<file path="src/rtl/if_fetch_if.sv">
// ---------------------------------------------------------------------------
// if_fetch_if -- instruction-memory bus between the fetch stage and imem.
//
// Signals:
//   imem_req    fetch -> imem  request; held with imem_addr until acknowledged
//   imem_addr   fetch -> imem  32-bit address of the requested word
//   imem_ack    imem -> fetch  imem_rdata is valid this cycle
//   imem_rdata  imem -> fetch  returned instruction word
//
// Modports:
//   master  the fetch stage (drives request/address)
//   slave   the instruction memory (drives ack/data)
// ---------------------------------------------------------------------------
interface if_fetch_if;
    logic        imem_req;
    logic [31:0] imem_addr;
    logic        imem_ack;
    logic [31:0] imem_rdata;

    modport master (
        output imem_req,
        output imem_addr,
        input  imem_ack,
        input  imem_rdata
    );

    modport slave (
        input  imem_req,
        input  imem_addr,
        output imem_ack,
        output imem_rdata
    );
endinterface

</file>
<file path="src/rtl/if_fetch.sv">
// ---------------------------------------------------------------------------
// if_fetch -- instruction fetch stage with IF/ID output register, one-entry
// skid buffer, redirect squashing and an imem acknowledge watchdog.
//
// Parameters:
//   RESET_PC  first fetch address after reset
//   ACK_MAX   consecutive un-acknowledged request cycles before imem_timeout
//
// Ports:
//   clk           rising-edge clock
//   reset         asynchronous active-low reset
//   StallD        decode stall; Instr/PC4 are consumed at an edge with StallD=0
//   redirect      taken branch/jump; fetch restarts at redirect_pc
//   redirect_pc   redirect target
//   imem          instruction-memory bus (if_fetch_if.master)
//   Instr, PC4    instruction and its address+4 toward decode
//   instr_valid   Instr/PC4 hold an unconsumed instruction
//   imem_timeout  one-cycle pulse after ACK_MAX cycles without an ack
//
// Build option:
//   IF_FETCH_MISALIGN_EN  when defined, a redirect target with nonzero low
//                         bits parks the stage in HALT (no requests) until
//                         reset. When undefined the low bits are ignored.
// ---------------------------------------------------------------------------
module if_fetch #(
    parameter logic [31:0] RESET_PC = 32'h0000_3000,
    parameter int unsigned ACK_MAX  = 8
) (
    input  logic        clk,
    input  logic        reset,
    input  logic        StallD,
    input  logic        redirect,
    input  logic [31:0] redirect_pc,
    if_fetch_if.master  imem,
    output logic [31:0] Instr,
    output logic [31:0] PC4,
    output logic        instr_valid,
    output logic        imem_timeout
);

    // Watchdog counts 0 .. ACK_MAX-1 and wraps when it fires.
    localparam int CNT_W = (ACK_MAX > 1) ? $clog2(ACK_MAX) : 1;
    localparam logic [CNT_W-1:0] CNT_WRAP = CNT_W'(ACK_MAX - 1);

`ifdef IF_FETCH_MISALIGN_EN
    typedef enum logic [1:0] {RUN, SQUASH, HALT} state_t;
`else
    typedef enum logic {RUN, SQUASH} state_t;
`endif

    state_t           state_reg, state_next;
    logic [31:0]      pc_reg, pc_next;
    logic [31:0]      target_reg, target_next;
    logic             req_reg, req_next;
    logic [31:0]      instr_reg, instr_next;
    logic [31:0]      pc4_reg, pc4_next;
    logic             valid_reg, valid_next;
    logic             skid_full_reg, skid_full_next;
    logic [31:0]      skid_instr_reg, skid_instr_next;
    logic [31:0]      skid_pc4_reg, skid_pc4_next;
    logic [CNT_W-1:0] cnt_reg, cnt_next;
    logic             timeout_reg, timeout_next;

    logic             complete;
    logic [31:0]      pc_plus4;
    logic [31:0]      redir_target;
    logic [31:0]      squash_target;

    // A handshake only counts while our own request is up; stray acks are ignored.
    assign complete = req_reg & imem.imem_ack;
    assign pc_plus4 = pc_reg + 32'd4;

`ifdef IF_FETCH_MISALIGN_EN
    // Keep the raw target so misalignment can be detected when it is applied.
    assign redir_target = redirect_pc;
`else
    assign redir_target = redirect_pc & 32'hFFFF_FFFC;
`endif

    // While squashing, a redirect arriving in the same cycle as the ack wins.
    assign squash_target = redirect ? redir_target : target_reg;

    always_comb begin
        state_next      = state_reg;
        pc_next         = pc_reg;
        target_next     = target_reg;
        req_next        = req_reg;
        instr_next      = instr_reg;
        pc4_next        = pc4_reg;
        valid_next      = valid_reg;
        skid_full_next  = skid_full_reg;
        skid_instr_next = skid_instr_reg;
        skid_pc4_next   = skid_pc4_reg;

        case (state_reg)
            RUN: begin
                if (redirect) begin
                    valid_next     = 1'b0;
                    skid_full_next = 1'b0;
                    if (req_reg && !imem.imem_ack) begin
                        // Request in flight: keep it on the bus, drop its data later.
                        state_next  = SQUASH;
                        target_next = redir_target;
                    end else begin
`ifdef IF_FETCH_MISALIGN_EN
                        if (|redir_target[1:0]) begin
                            state_next = HALT;
                            req_next   = 1'b0;
                        end else
`endif
                        begin
                            pc_next  = redir_target;
                            req_next = 1'b1;
                        end
                    end
                end else begin
                    if (valid_reg && !StallD) begin
                        // Decode takes the current word; refill skid first, then bus.
                        if (skid_full_reg) begin
                            instr_next     = skid_instr_reg;
                            pc4_next       = skid_pc4_reg;
                            skid_full_next = 1'b0;
                            if (complete) begin
                                skid_instr_next = imem.imem_rdata;
                                skid_pc4_next   = pc_plus4;
                                skid_full_next  = 1'b1;
                            end
                        end else if (complete) begin
                            instr_next = imem.imem_rdata;
                            pc4_next   = pc_plus4;
                        end else begin
                            valid_next = 1'b0;
                        end
                    end else if (!valid_reg) begin
                        if (complete) begin
                            instr_next = imem.imem_rdata;
                            pc4_next   = pc_plus4;
                            valid_next = 1'b1;
                        end
                    end else if (complete) begin
                        // Output slot held by a stalled decode: park the word.
                        skid_instr_next = imem.imem_rdata;
                        skid_pc4_next   = pc_plus4;
                        skid_full_next  = 1'b1;
                    end

                    if (complete) begin
                        pc_next = pc_plus4;
                    end
                    // Only fetch while there is somewhere to put the answer.
                    req_next = ~skid_full_next;
                end
            end

            SQUASH: begin
                valid_next     = 1'b0;
                skid_full_next = 1'b0;
                if (redirect) begin
                    target_next = redir_target;
                end
                if (complete) begin
                    state_next = RUN;
`ifdef IF_FETCH_MISALIGN_EN
                    if (|squash_target[1:0]) begin
                        state_next = HALT;
                        req_next   = 1'b0;
                    end else
`endif
                    begin
                        pc_next  = squash_target;
                        req_next = 1'b1;
                    end
                end
            end

`ifdef IF_FETCH_MISALIGN_EN
            HALT: begin
                req_next       = 1'b0;
                valid_next     = 1'b0;
                skid_full_next = 1'b0;
            end
`endif

            default: begin
                state_next = RUN;
            end
        endcase
    end

    // Watchdog: the request stays on the bus; only the pulse reports the stall.
    always_comb begin
        cnt_next     = '0;
        timeout_next = 1'b0;
        if (req_reg && !imem.imem_ack) begin
            if (cnt_reg == CNT_WRAP) begin
                timeout_next = 1'b1;
            end else begin
                cnt_next = cnt_reg + CNT_W'(1);
            end
        end
    end

    always_ff @(posedge clk or negedge reset) begin
        if (!reset) begin
            state_reg      <= RUN;
            pc_reg         <= RESET_PC;
            target_reg     <= RESET_PC;
            req_reg        <= 1'b0;
            instr_reg      <= '0;
            pc4_reg        <= RESET_PC;
            valid_reg      <= 1'b0;
            skid_full_reg  <= 1'b0;
            skid_instr_reg <= '0;
            skid_pc4_reg   <= '0;
            cnt_reg        <= '0;
            timeout_reg    <= 1'b0;
        end else begin
            state_reg      <= state_next;
            pc_reg         <= pc_next;
            target_reg     <= target_next;
            req_reg        <= req_next;
            instr_reg      <= instr_next;
            pc4_reg        <= pc4_next;
            valid_reg      <= valid_next;
            skid_full_reg  <= skid_full_next;
            skid_instr_reg <= skid_instr_next;
            skid_pc4_reg   <= skid_pc4_next;
            cnt_reg        <= cnt_next;
            timeout_reg    <= timeout_next;
        end
    end

    assign imem.imem_req  = req_reg;
    assign imem.imem_addr = pc_reg;
    assign Instr          = instr_reg;
    assign PC4            = pc4_reg;
    assign instr_valid    = valid_reg;
    assign imem_timeout   = timeout_reg;

endmodule
</file>
<file path="src/flat_wrapper.sv">
// flat-port wrapper written by rule: the top's interface ports become plain ports
module if_fetch_flat 
#(
    parameter logic [31:0] RESET_PC = 32'h0000_3000,
    parameter int unsigned ACK_MAX  = 8
)
  (clk, reset, StallD, redirect, redirect_pc, Instr, PC4, instr_valid, imem_timeout, imem_imem_req, imem_imem_addr, imem_imem_ack, imem_imem_rdata);
  if_fetch_if imem_i ();
  input  logic clk;
  input  logic reset;
  input  logic StallD;
  input  logic redirect;
  input  logic [31:0] redirect_pc;
  output logic [31:0] Instr;
  output logic [31:0] PC4;
  output logic instr_valid;
  output logic imem_timeout;
  output wire logic [$bits(imem_i.imem_req)-1:0] imem_imem_req;
  output wire logic [$bits(imem_i.imem_addr)-1:0] imem_imem_addr;
  input wire logic [$bits(imem_i.imem_ack)-1:0] imem_imem_ack;
  input wire logic [$bits(imem_i.imem_rdata)-1:0] imem_imem_rdata;
  assign imem_imem_req = imem_i.imem_req;
  assign imem_imem_addr = imem_i.imem_addr;
  assign imem_i.imem_ack = imem_imem_ack;
  assign imem_i.imem_rdata = imem_imem_rdata;
  if_fetch #(.RESET_PC(RESET_PC), .ACK_MAX(ACK_MAX)) u_core (.clk(clk), .reset(reset), .StallD(StallD), .redirect(redirect), .redirect_pc(redirect_pc), .imem(imem_i), .Instr(Instr), .PC4(PC4), .instr_valid(instr_valid), .imem_timeout(imem_timeout));
endmodule
</file>
<file path="config.mk">
export PLATFORM = sky130hd
export DESIGN_NAME = if_fetch_flat
export DESIGN_NICKNAME = d
export VERILOG_FILES = /design/src/rtl/if_fetch_if.sv /design/src/rtl/if_fetch.sv /design/src/flat_wrapper.sv
export SDC_FILE = /design/constraint.sdc
export NUM_CORES = 1
export LEC_CHECK = 0
export CORE_UTILIZATION = 25
export DETAILED_ROUTE_END_ITERATION = 8
export PLACE_DENSITY = 0.5
export SETUP_SLACK_MARGIN = 0.05
export SYNTH_ARGS = -nofsm -noshare
export SYNTH_HDL_FRONTEND = slang
export SYNTH_SLANG_ARGS = --single-unit
</file>
<file path="constraint.sdc">
create_clock -name clk -period 4.11 [get_ports clk]
set_clock_uncertainty 0.2 [all_clocks]
set_input_delay 0.822 -clock clk [delete_from_list [all_inputs] [get_ports clk]]
set_output_delay 0.822 -clock clk [all_outputs]
set_load 0.01 [all_outputs]
</file>
**Word level (Yosys, flattened, before mapping)**

Index checks and enable logic that the tools add are counted.

- Register bits: 200
- Bits of input ports: 69
- Output and inout port bits: 99
- Word-level logic and storage cells: 91

- $add $sub $neg: 2
- Equal/unequal tests: 10
- Multiplexer cells: 52
- Bitwise operators: 4
- Reductions and logical operators: 11

Operators with widths:

| cell | count |
|---|---|
| two-way mux 32 bit | 23 |
| one-hot mux 32 bit (2 select lines) | 2 |
| adder 32 x 3 -> 32 bit, second input constant | 1 |
| two-way mux 1 bit | 21 |
| inequality test 4 bit, second input constant | 2 |
| one-hot mux 1 bit (2 select lines) | 4 |
| two-way mux 3 bit | 2 |
| inequality test 2 bit, second input constant | 3 |
| AND reduction 2 bit | 3 |
| AND reduction 3 bit | 2 |
| inequality test 2 x 1 -> 1 bit, second input constant | 2 |
| AND reduction 4 bit | 1 |
| adder 3 x 1 -> 3 bit, second input constant | 1 |
| equality test 3 bit, second input constant | 1 |
| inequality test 3 x 2 -> 1 bit, second input constant | 1 |
| inequality test 3 bit, second input constant | 1 |
| NOT 1 bit | 3 |
| logical AND 1 bit | 2 |
| logical NOT 1 bit | 2 |
| nonzero test 2 bit | 1 |
| AND 1 bit | 1 |

**Depth between registers and ports, before layout**

Gate-level depths: netlist of run 1.

- Depth in word-level cells: 9
- Mapped depth: 9
- Depth with buffers taken out: 6

**Least setup slack after synthesis of run 1**

OpenSTA, ideal clock, no wires.

- Kind: input port to flip-flop
- Start point: input imem_imem_ack
- End point: register u_core.pc_reg[29] (netlist: u_core.imem.imem_addr[29])
- Setup time: 0.121 ns
- Arrival: 2.067 ns
- Data required time: 3.789 ns
- Setup slack: 1.722 ns
- Stages: 7
- Cell sequence: buf_2 -> and2_1 -> buf_2 -> a31oi_1 -> clkbuf_1 -> a21oi_1 -> o22a_1

- Word-level cells in the longest chain between the ends: 4
- Elaborated cells between the ends (all ways): 7
- Classes of those cells: eq/ne (3); bitwise (1); reduce/logical (3)

RTL lines:

| element | RTL line | source |
|---|---|---|
| start: declaration | flat_wrapper.sv:20 | `input wire logic [$bits(imem_i.imem_ack)-1:0] imem_imem_ack;` |
| logical NOT 1 bit | if_fetch.sv:100 | `if (req_reg && !imem.imem_ack) begin` |
| logical AND 1 bit | if_fetch.sv:100 |  |
| inequality test 3 bit (no source line) | -- |  |
| AND reduction 3 bit (no source line) (*) | -- |  |
| end signal: assignment | if_fetch.sv:219 | `pc_reg <= pc_next;` |
| end: declaration | if_fetch.sv:52 | `logic [31:0] pc_reg, pc_next;` |

Every way passes the cells marked *; elsewhere a longest branch is shown, timed or not.
A chain may end at the register's enable or synchronous reset.

**Worst setup path after layout of run 1**

- Start point: input redirect
- End point: register u_core.skid_pc4_reg[21]

- Word-level cells in the longest chain between the ends: 2

RTL lines:

| element | RTL line | source |
|---|---|---|
| start: declaration | flat_wrapper.sv:12 | `input logic redirect;` |
| NOT 1 bit (no source line) | -- |  |
| AND reduction 4 bit (no source line) | -- |  |
| end signal: assignment | if_fetch.sv:227 | `skid_pc4_reg <= skid_pc4_next;` |
| end: declaration | if_fetch.sv:60 | `logic [31:0] skid_pc4_reg, skid_pc4_next;` |

No other way between the ends.

==> flow_results.org, run 1 <==
** Worst setup path
- In this run the worst setup path terminates at u_core.skid_pc4_reg[21]$_DFFE_PN0P_.
- Counting cells, the worst reg-to-reg path comes to 5.
- Of all nets on the critical path, the largest fanout is 70.
- By startpoint and endpoint, the worst setup path is classified as input port to flop.
- At the worst endpoint, the arrival time is 3020 ps.
- Tracing the worst setup path back leads to its startpoint at redirect.
- The worst setup path is captured at a flop.
- Source of the worst register-to-register timing path :: u_core.state_reg$_DFF_PN0_
- Capture point of the worst reg-to-reg path :: u_core.skid_pc4_reg[21]$_DFFE_PN0P_
- Worst setup SP type :: input port
- In this run the register-to-register setup slack is 1380 ps.
- For the worst setup path, the data required time is 4220 ps.

** CTS
- CTS root buf :: clkbuf_16
- Clock H-tree levels :: 4
- Clock slew seen by the registers of the worst setup and hold paths :: 70 ps
- Buffers inserted to repair hold after CTS numbered 0.
- Setup Fix Bufs, Post-CTS :: 0
- The tree built by TritonCTS fans out to 200 sinks.
- Number of buffers added by the clock tree synthesis step :: 17
- In this run, post-CTS repair resized a total of 0 instances.
- Clock insertion delay at the later pin of the skew report :: 450 ps
- TritonCTS built the clock tree.
- Maximum clock insertion buffer count :: 2

** STA
- Final TNS setup :: 0 ps
- The hold violation count in the final report came to 0.
- Final slew viol count :: 0
- At the pin with the least slew margin, the transition time is 1170 ps.
- RSZ-0062 raised after global routing :: false
- Static timing analysis puts the maximum clock frequency at 344 MHz.
- Headroom to the max-slew limit :: 21.4%
- Setup violations remaining at the end of the flow were counted as 0.
- The worst path needs 2910 ps of the cycle, external delays included.
- Ratio of final minimum period to clock period :: 70.8%

** Yosys
- Multiplexer share of the synthesized area :: 4.10%
- Summing the areas of all compound-gate instances in the mapped netlist gives 17.8% of the synthesized area.
- Counting flops with an async set or reset pin after synthesis yields a share of 100%.
- The netlist uses 61 different library cells.
- Area share of fa/ha/maj cells after synthesis :: 0.408%
- A synthesized cell averages 9.76 sq um.
- Share of the synthesized netlist area taken by xor and xnor gates :: 2.66%
- Seq/Total Area, Yosys :: 54.4%
- In this run, synthesis produced a sequential element count of 200.
- Netlist Area Pre-Place :: 9210 sq um
- Gate Count Post-Synth :: 943
- Dominant synthesized flop cell :: dfrtp_1
- After synthesis, the largest family of logic cells by area is compound AO/OA/AOI/OAI gates.
- Counting every net in the synthesized netlist gives 1,015.
- After Yosys synthesis, and, or, nand and nor cells account for 16.8% of the synthesized area.
- In this run, synthesis inferred 0 flip-flops with an integrated enable.
- The Yosys step of the flow raised 0 warnings.

** Route
- Violation count after the first detailed-route iteration :: 568
- Wire length reported by the detailed router :: 29,200 um
- DRC viols :: 0
- After detailed routing, the average wire length per cell comes to 18.7 um.
- Once detail routing completed, the nets flagged for antenna violations numbered 0.
- Total via count after detailed routing :: 7,633
- Dividing the detail-routed via count by the number of cells gives 4.90.
- First-pass detailed-route iteration total :: 7

** Worst hold path
- The min-delay analysis places its worst path in the category input port to asynchronous set/reset pin.

** Final layout
- Ratio of cells with drive above 1 in the final layout :: 10.7%
- The number of antenna diodes in the final layout is 0.
- Measured on the finished design, the core utilization comes to 33.4%.
- The area growth from synthesis to layout is 30.2%.
- Final layout net count :: 1,156

** Pwr
- Maximum resistive drop on vdd :: 0.308 mV
- Total power per unit cell area :: 501 nW/um^2
- Static leakage :: 4.95 nW

** Die
- The die is 194 um wide.
- Row generation in the floorplan step produced 69 rows.
- From bottom edge to top edge, the die measures 194 um.
- The initial utilization of the core area, before any placement, comes to 25.6%.
- Die outline area :: 37,600 sq um
- During I/O placement, the number of pins put on the boundary was 168.
- The floorplan step defined a core boundary enclosing 35,900 sq um.

** GRT
- Entering global routing, the biggest net connects 92 pins.
- The via count of the first global-routing pass came to 7,610.
- Global-route wire length before repair :: 46,000 um
- Across every metal layer, demand over resource in global routing totals 15.8%.
- Grt total ovfl :: 0
- Initial antenna violation count :: 0

** Place
- Routability-driven placement finished with a final weighted congestion of 0.789.
- In this run the tool buffered the top-level ports with 165 buffer cells.
- HPWL reported at the end of detailed placement :: 20,200 um

** Run status
- The run finished with clean final reports.

** Flow run
- Number of maximum-capacitance constraint violations :: 0
==> cell usage in the layout, fill, tap and decap left out, types with 10 or more instances in the layout <==
cell             instances
mux2_2                  30
inv_1                   11
clkdlybuf4s50_1        164
o2bb2ai_1               12
nor2_1                  67
nor4_1                  10
buf_4                   24
o21ai_0                 61
dfrtp_1                194
nand2_1                168
and3_1                  10
nand3_1                 22
xnor2_1                 21
a22oi_1                 14
a21oi_1                 75
clkbuf_16               17
o22ai_1                 58
a22o_1                  10
==> worst min path at each step <==
stage	start	endpoint	slack (ps)
2_1_floorplan	u_core.cnt_reg[0]$_DFF_PN0_	u_core.cnt_reg[0]$_DFF_PN0_	210
3_3_place_gp	u_core.cnt_reg[0]$_DFF_PN0_	u_core.cnt_reg[0]$_DFF_PN0_	220
3_5_place_dp	u_core.cnt_reg[0]$_DFF_PN0_	u_core.cnt_reg[0]$_DFF_PN0_	230
4_1_cts	u_core.cnt_reg[0]$_DFF_PN0_	u_core.cnt_reg[0]$_DFF_PN0_	240
5_1_grt	u_core.cnt_reg[0]$_DFF_PN0_	u_core.cnt_reg[0]$_DFF_PN0_	270
6_report	reset	u_core.skid_pc4_reg[28]$_DFFE_PN0P_	230
==> stage by stage <==
stage | setup WS [ps] | std cells | power (mW) | hold WS [ps] | cell area (sq um)
floorplan | 1720 | 943 | 3.44 | 210 | 9210
global placement | 751 | 1526 | 4.30 | 222 | 11400
detailed placement | 739 | 1526 | 4.33 | 232 | 11400
CTS | 1210 | 1558 | 6.09 | 242 | 12000
global route | 1020 | 1558 | 6.35 | 267 | 12000
finish | 1200 | 1558 | 6.01 | 230 | 12000
==> logic make-up after synthesis <==
group / Yosys count
flops: 200
compound gates: 270
fa+ha+maj: 3
mux: 34
buf+inv: 80
xor+xnor: 28
simple gates: 328
==> per-layer routing <==
metal / GRT usage (%) / wire length [um] / vias up
met5: 0 / 0 / -
met2: 24.1 / 13100 / 204
li1: - / - / 3652
met1: 22.9 / 14600 / 3757
met4: 4.35 / 350 / 0
met3: 2.84 / 1190 / 20
==> cells in the mapped netlist (2+ instances only) <==
| cell | n | share of area [%] |
|---|---|---|
| a21oi_1 | 75 | 4.1 |
| a21oi_2 | 2 | 0.19 |
| a221oi_1 | 3 | 0.29 |
| a222oi_1 | 4 | 0.43 |
| a22o_1 | 10 | 0.95 |
| a22oi_1 | 14 | 1.1 |
| a31oi_1 | 6 | 0.41 |
| a41oi_1 | 2 | 0.19 |
| and2_1 | 6 | 0.41 |
| and3_1 | 10 | 0.68 |
| and4_1 | 5 | 0.48 |
| buf_2 | 16 | 0.87 |
| buf_4 | 5 | 0.41 |
| clkbuf_1 | 45 | 1.8 |
| dfrtp_1 | 194 | 53 |
| dfstp_2 | 6 | 1.7 |
| ha_1 | 3 | 0.41 |
| inv_1 | 11 | 0.45 |
| mux2_2 | 30 | 3.7 |
| mux2i_1 | 4 | 0.43 |
| nand2_1 | 168 | 6.8 |
| nand3_1 | 22 | 1.2 |
| nand4_1 | 6 | 0.41 |
| nor2_1 | 68 | 2.8 |
| nor2b_1 | 2 | 0.14 |
| nor3_1 | 8 | 0.43 |
| nor3_2 | 5 | 0.54 |
| nor4_1 | 10 | 0.68 |
| nor4_4 | 3 | 0.69 |
| o211ai_1 | 2 | 0.16 |
| o21a_1 | 2 | 0.16 |
| o21ai_0 | 61 | 3.3 |
| o21ai_1 | 8 | 0.43 |
| o22a_1 | 2 | 0.19 |
| o22ai_1 | 58 | 3.9 |
| o2bb2ai_1 | 12 | 1.1 |
| o31ai_1 | 3 | 0.24 |
| or3_1 | 2 | 0.14 |
| or4_4 | 2 | 0.24 |
| xnor2_1 | 21 | 2.0 |
| xor2_1 | 7 | 0.67 |
==> critical path: stages <==
cell             delay (ps)
clkdlybuf4s50_1         490
or2_1                   390
or3_2                   770
buf_12                  290
nand2_1                 110
o21ai_0                  70
==> layout make-up <==
cell class | count | area [sq um]
clock buffers | 19 | 453
repair buffers | 191 | 1880
inverters | 11 | 41.3
fillers | 3674 | 23900
flip-flops and latches | 200 | 5010
clock inverters | 13 | 145
multi-input cells | 663 | 3890
well taps | 461 | 577
==> where the power goes <==
| group | internal, mW | leakage, nW | total (mW) | switching [mW] |
|---|---|---|---|---|
| Combinational | 0.781 | 2.23 | 1.52 | 0.737 |
| Clock | 0.936 | 0.286 | 1.74 | 0.804 |
| Sequential | 2.41 | 2.44 | 2.75 | 0.344 |
Power figures use the tool's default switching activity.
==> inputs of run 2 (changes only) <==
- clock period: 4.11 -> 2.9 ns (I/O delays scaled with it)
==> run 2 against run 1 <==
Flip-flop and latch count is the same. Worst hold slack improved by 5.3 ps. Clock power up 42%. Core utilization grew 0.54 points. Via count up 1.5%. Largest power group unchanged. Sequential share of layout area shrank 0.67 points. Critical path type is now flop to flop. Non-clock buffer count rose by 21. First-iteration DRC count shrank 8.1%. Critical endpoint is now u_core.skid_pc4_reg[30]$_DFFE_PN0P_.
==> flow_results.org, run 2 (synthesis gave the netlist of run 1 again) <==
** STA
- Final critical path time including I/O delays and setup :: 2490 ps
- Final worst setup slack :: 414 ps (-787 ps)
- Headroom to the max-slew limit :: 42.1% (+21 points)
- Final hold vios :: 0 (unchanged)
- The worst path uses 85.7% of the clock period.
- The slew at the pin closest to its max-slew limit came to 862 ps (-310 ps).
- Final slew viol count :: 0 (unchanged)
- Timing would allow up to 402 MHz.
- Setup repair after global routing left no endpoint under its margin.
- Final setup viols :: 0 (unchanged)
- Final TNS setup :: 0 ps (unchanged)
- Post-route worst hold slack :: 235 ps (+5.30 ps)

** Route
- The residual antenna-violating net count after detailed routing was 0 (unchanged).
- Total via count after detailed routing :: 7,747 (+1.5%)
- Wire length reported by the detailed router :: 29,700 um (+1.8%)
- First-pass detailed-route iteration total :: 5 (-2)
- Violation count after the first detailed-route iteration :: 522 (-8.1%)
- Mean number of vias per cell :: 4.91 (+0.14%)
- The wire length per cell is 18.8 um (+0.41%).
- DRC viols :: 0 (unchanged)

** Place
- Placement Cell Area :: 11,600 sq um (+1.6%)
- The detailed-placement wirelength estimate is 20,900 um (+3.1%).
- Final weighted congestion in routability-driven placement :: 0.797 (+1.0%)
- Count of input and output buffers :: 165 (unchanged)
- The worst slack at placement was 51.6 ps (-687 ps).
- The placed cell count came to 1,546 (+1.3%).

** Die
- The width of the chip is 194 um (unchanged).
- The die extent in y was 194 um (unchanged).
- The core outline area came to 35,900 sq um (unchanged).
- The I/O pin count came to 168 (unchanged).
- Die outline area :: 37,600 sq um (unchanged)
- The count of standard-cell rows came to 69 (unchanged).
- The initial core utilization came to 25.6% (unchanged).

** Worst hold path
- The startpoint identified for the worst hold timing path is u_core.cnt_reg[0]$_DFF_PN0_.
- The path class of the tightest hold or removal check is flop to flop.
- Hold depth :: 1
- Capture endpoint of the worst hold path :: u_core.cnt_reg[0]$_DFF_PN0_

** CTS
- Clock insertion delay at the later pin of the skew report :: 460 ps (about the same)
- CTS root buf :: clkbuf_16
- Clock H-tree levels :: 4 (unchanged)
- Setup Fix Bufs, Post-CTS :: 0 (unchanged)
- Clock tree from TritonCTS :: done
- Maximum clock insertion buffer count :: 2 (unchanged)
- Number of buffers added by the clock tree synthesis step :: 17 (unchanged)
- The sink count of the clock tree is 200 (unchanged).
- Clock slew seen by the registers of the worst setup and hold paths :: 80 ps (about the same)

** Pwr
- Static leakage :: 5.06 nW (+2.3%)
- The total power divided by cell area is 704 nW/um^2 (+40%).
- The maximum VDD drop came to 0.475 mV (+54%).
- Total power of the final layout :: 8.58 mW (+43%)

** Worst setup path
- The largest fanout on the critical path is 8 (-89%).
- The worst-case reg-to-reg path depth came to 5 (unchanged).
- The setup slack of the worst register-to-register path is 410 ps (-970 ps).
- STA classifies the critical path startpoint as a flop.
- The arrival time of the worst setup path is 2610 ps (-410 ps).
- The worst setup path is captured at a flop.
- Required time of the critical path :: 3020 ps (-1200 ps)
- Among cell families on the critical path, the largest total delay comes from simple AND/OR/NAND/NOR gates.
- The worst register-to-register path ends at u_core.skid_pc4_reg[30]$_DFFE_PN0P_.
- The buffering stage count on the worst path with inverters included is 0 (-2).
- The slowest stage of the critical path belongs to the cell nor4_1.
- The critical path's largest stage delay is 590 ps (-180 ps).
- Source of the worst register-to-register timing path :: u_core.imem.imem_addr[4]$_DFFE_PN0P_
- Cells along the critical path :: nand4_1, nor4_1, nand3_1, xor2_1, o21ai_0
- The worst setup path is of the flop to flop kind.

** Final layout
- In the layout the commonest cells are dfrtp_1 (194), nand2_1 (168), clkdlybuf4s50_1 (164).
- Area of all placed cells without fillers :: 12,200 sq um (+1.6%)
- Leaving out fill and tap cells, the most frequent cell in the layout is dfrtp_1.
- Number of non-filler instances in the completed layout :: 1,579 (+1.3%)
- Synthesis-to-finish area growth :: 32.3%
- Core Util, Final :: 33.9% (+0.54 points)
- The fraction of final layout cells sized beyond drive strength 1 was 12.3% (+1.6 points).
- The total inserted antenna cells was 0 (unchanged).
- The number of nets in the final layout came to 1,177 (+1.8%).

** GRT
- Total Routing Usage GR :: 16.0% (+0.22 points)
- Global-route wire length before repair :: 46,600 um (+1.3%)
- The via count of the first global-routing pass came to 7,733 (+1.6%).
- Pin count of the biggest net entering global routing :: 71 (-23%)
- The residual overflow from global routing was 0 (unchanged).
- Initial antenna violation count :: 0 (unchanged)

** Run status
- The run finished with clean final reports.

** Flow run
- Number of maximum-capacitance constraint violations :: 0 (unchanged)
## run 2: power by group
| group | internal (mW) | total (mW) | switching [mW] |
|---|---|---|---|
| combinational | 1.14 | 2.23 | 1.08 |
| clock | 1.25 | 2.47 | 1.22 |
| sequential | 3.41 | 3.87 | 0.462 |
## run 2: how the worst max path moves through the flow
stage | startpoint | endpoint | slack [ps] | cells after the start
2_1_floorplan | imem_imem_ack | u_core.imem.imem_addr[30]$_DFFE_PN0P_ | 750 | 7
3_3_place_gp | StallD | u_core.PC4[0]$_DFFE_PN0P_ | 90 | 6
3_5_place_dp | StallD | u_core.Instr[11]$_DFFE_PN0P_ | 50 | 6
4_1_cts | u_core.imem.imem_addr[12]$_DFFE_PN1P_ | imem_imem_addr[12] | 410 | 1
5_1_grt | u_core.imem.imem_addr[4]$_DFFE_PN0P_ | u_core.skid_pc4_reg[30]$_DFFE_PN0P_ | 310 | 5
6_report | u_core.imem.imem_addr[4]$_DFFE_PN0P_ | u_core.skid_pc4_reg[30]$_DFFE_PN0P_ | 410 | 5
## run 2: routing by layer
| metal | vias to the layer above | GRT usage (%) | wire [um] |
|---|---|---|---|
| li1 | 3699 | - | - |
| met1 | 3820 | 23.0 | 14600 |
| met3 | 27 | 2.77 | 1210 |
| met4 | 0 | 4.73 | 494 |
| met2 | 201 | 24.6 | 13400 |
| met5 | - | 0 | 0 |
## run 2: worst register-to-register path: stages, from the launching register on
cell,delay [ps]
dfrtp_1,490
nand4_1,400
nor4_1,590
nand3_1,190
xor2_1,340
o21ai_0,130
## run 2: area by class of cell
| class | instances | area, sq um |
|---|---|---|
| fillers | 3698 | 23700 |
| flip-flops and latches | 200 | 5010 |
| multi-input cells | 663 | 3890 |
| repair buffers | 212 | 2070 |
| well taps | 461 | 577 |
| clock buffers | 18 | 439 |
| clock inverters | 14 | 156 |
| inverters | 11 | 41.3 |
## run 2: what timing repair did
action                    in CTS  in global routing
hold endpoints to repair      59                  0
hold buffers                   1                  0
resized for setup              0                  0
==> inputs of run 3 (changes only) <==
- CORE_MARGIN: not set -> 2
- CTS_CLUSTER_DIAMETER: not set -> 100
- SETUP_SLACK_MARGIN: 0.05 -> not set
==> run 3 against run 2 <==
Worst hold slack improved by 9.1 ps. Setup slack better by 44 ps. Global-route usage decreased by 0.17 points. Design area is 0.28% higher. Flip-flop and latch count stayed put. Register-to-register slack gained 40 ps. Largest power group unchanged.
==> flow_results.org, run 3 (synthesis gave the netlist of run 1 again) <==
** Die
- The width of the chip was 196 um (+1.0%).
- Y dimension of the die :: 196 um (+1.0%)
- Cell row count :: 70 (+1.4%)
- Starting Density :: 25.3% (-0.37 points)
- Core Box Area :: 36,400 sq um (+1.4%)
- Die outline area :: 38,400 sq um (+2.1%)
- Top-level I/O count :: 168 (unchanged)

** Final layout
- The combined area of the multi-input logic cells was 3890 sq um (unchanged).
- The area of all sequential standard cells is 5010 sq um (unchanged).
- The total inserted antenna cells is 0 (unchanged).
- The number of filler cells placed in the layout came to 3,754 (+1.5%).
- The number of nets in the final layout came to 1,178 (+0.085%).
- Leading cell type in the layout, fill and taps excluded :: dfrtp_1
- Synthesis-to-finish area growth :: 32.7%
- The final standard cell area without fillers is 12,200 sq um (+0.28%).
- Ratio of cells with drive above 1 in the final layout :: 11.8% (-0.43 points)
- Leaving out fill and tap cells, the most frequent cells in the layout are dfrtp_1 (194), nand2_1 (168), clkdlybuf4s50_1 (164).
- The final cell count without fillers is 1,584 (+0.32%).

** Place
- The detailed-placement wirelength estimate came to 20,900 um (+0.26%).
- Count of input and output buffers :: 165 (unchanged)
- Final weighted congestion in routability-driven placement :: 0.795 (-0.31%)
- The placed instance area came to 11,600 sq um (+0.46%).
- The placed cell count came to 1,554 (+0.52%).

** Worst setup path
- Capture point of the worst reg-to-reg path :: u_core.imem.imem_addr[30]$_DFFE_PN0P_
- Max Fanout on Critical Path :: 5 (-3)
- Class of the most critical setup path :: flop to output pin
- CP Launch Point :: u_core.imem.imem_addr[13]$_DFFE_PN1P_
- The arrival time of the worst setup path came to 1660 ps (-950 ps).
- The worst-case reg-to-reg path depth came to 5 (unchanged).
- The setup slack of the worst register-to-register path was 460 ps (+40 ps).
- The required time at the endpoint of the critical path was 2120 ps (-900 ps).
- Worst setup SP type :: flop
- Source of the worst register-to-register timing path :: u_core.imem.imem_addr[12]$_DFFE_PN1P_
- CP Capture Type :: output pin
- In this run the worst setup path terminates at imem_imem_addr[13].

** STA
- Final setup viols :: 0 (unchanged)
- The maximum frequency from static timing analysis is 409 MHz (+1.8%).
- The headroom to the max-slew limit came to 45.5% (+3.3 points).
- The final sum of negative setup slack came to 0 ps (unchanged).
- Final hold vios :: 0 (unchanged)
- The slew at the pin closest to its max-slew limit came to 813 ps (-49.4 ps).
- Final critical path time including I/O delays and setup :: 2440 ps (-43.9 ps)
- Ratio of final minimum period to clock period :: 84.2% (-1.5 points)
- RSZ-0062 raised after global routing :: false
- Final slew viol count :: 0 (unchanged)

** GRT
- Initial antenna violation count :: 0 (unchanged)
- The wire length of the first global-routing pass came to 46,800 um (+0.33%).
- The residual overflow from global routing was 0 (unchanged).
- Pin count of the biggest net entering global routing :: 70 (-1.4%)
- Number of global-route vias before repair :: 7,565 (-2.2%)
- Total Routing Usage GR :: 15.9% (-0.17 points)

** Route
- Post-DRT Antenna Nets :: 0 (unchanged)
- The detailed-route vias per instance came to 4.90 (-0.21%).
- Wire length per cell :: 18.9 um (+0.66%)
- Violation count after the first detailed-route iteration :: 592 (+13%)
- The routed wire length came to 30,000 um (+0.98%).
- Total via count after detailed routing :: 7,755 (+0.10%)
- The number of detailed-routing iterations run before antenna repair came to 5 (unchanged).
- DRC viols :: 0 (unchanged)

** CTS
- The post-CTS setup-driven buffer insertion count came to 0 (unchanged).
- Number of buffers added by the clock tree synthesis step :: 17 (unchanged)
- TritonCTS built the clock tree.
- CTS root buf :: clkbuf_16
- Clock slew seen by the registers of the worst setup and hold paths :: 70 ps (about the same)
- Maximum clock insertion buffer count :: 2 (unchanged)
- Sink count of the clock tree :: 200 (unchanged)
- Clock H-tree levels :: 4 (unchanged)
- Clock insertion delay at the later pin of the skew report :: 440 ps (-20 ps)

** Pwr
- Total power per unit cell area :: 701 nW/um^2 (-0.34%)
- Maximum resistive drop on vdd :: 0.444 mV (-6.6%)
- Static leakage :: 5.06 nW (about the same)

** Run status
- The flow ran to the end, and the final reports show no timing, DRC or antenna violations.

** Worst hold path
- The worst hold path stage count is 1 (unchanged).
- Hold WC Path Type :: flop to flop

** Flow run
- Number of maximum-capacitance constraint violations :: 0 (unchanged)
==> run 3: cell count changes in the layout (fill, tap and decap cells not counted), sizes merged <==
cell / delta
clkbuf: +3
clkinvlp: +2
inv: -8
buf: +1
clkinv: -2
bufinv: +2
==> run 3: worst max-delay path: stages (launching register included) <==
cell and delay (ps):
dfstp_2 550, buf_4 140, clkdlybuf4s50_1 540
==> run 3: layout make-up <==
type	count	area share [%]
sequential	200	41.0
multi-input combinational	663	31.8
timing repair buffer	213	17.3
tap	468	4.79
clock buffer	21	3.69
clock inverter	8	1.02
inverter	11	0.338
==> run 3: layer usage <==
layer / up-vias / GRT usage, % / part of all wire [%]
li1: 3689 / - / -
met4: 0 / 3.93 / 1.0
met5: - / 0 / 0
met3: 18 / 3.64 / 5.1
met2: 189 / 24.2 / 46
met1: 3859 / 22.7 / 48
==> run 3: worst min path at each step <==
stage                                start                           to  slack, ps
2_1_floorplan                        reset  u_core.Instr[0]$_DFFE_PN0P_         80
3_3_place_gp   u_core.cnt_reg[0]$_DFF_PN0_  u_core.cnt_reg[0]$_DFF_PN0_        220
3_5_place_dp   u_core.cnt_reg[0]$_DFF_PN0_  u_core.cnt_reg[0]$_DFF_PN0_        240
4_1_cts        u_core.cnt_reg[0]$_DFF_PN0_  u_core.cnt_reg[0]$_DFF_PN0_        250
5_1_grt        u_core.cnt_reg[0]$_DFF_PN0_  u_core.cnt_reg[0]$_DFF_PN0_        270
6_report       u_core.cnt_reg[0]$_DFF_PN0_  u_core.cnt_reg[0]$_DFF_PN0_        240
==> run 3: report_power, final <==
group | switching [mW] | internal, mW
Combinational | 1.11 | 1.16
Sequential | 0.453 | 3.42
Clock | 1.07 | 1.37
==> run 3: timing repair <==
| action | in CTS | in global routing |
|---|---|---|
| hold endpoints to repair | 24 | 0 |
| gates resized for setup | 0 | 0 |
| hold buffers | 1 | 0 |
==> run 3: stage by stage <==
| stage | setup WS [ps] | hold WS [ps] | power [mW] | util [%] |
|---|---|---|---|---|
| after floorplan | 754 | 84.4 | 4.88 | - |
| after global placement | 50.7 | 223 | 6.17 | 31.9 |
| after detailed placement | -11.5 | 238 | 6.22 | 31.9 |
| after CTS | 397 | 247 | 8.69 | 33.5 |
| after global routing | 268 | 269 | 9.06 | 33.5 |
| final | 457 | 244 | 8.57 | 33.5 |
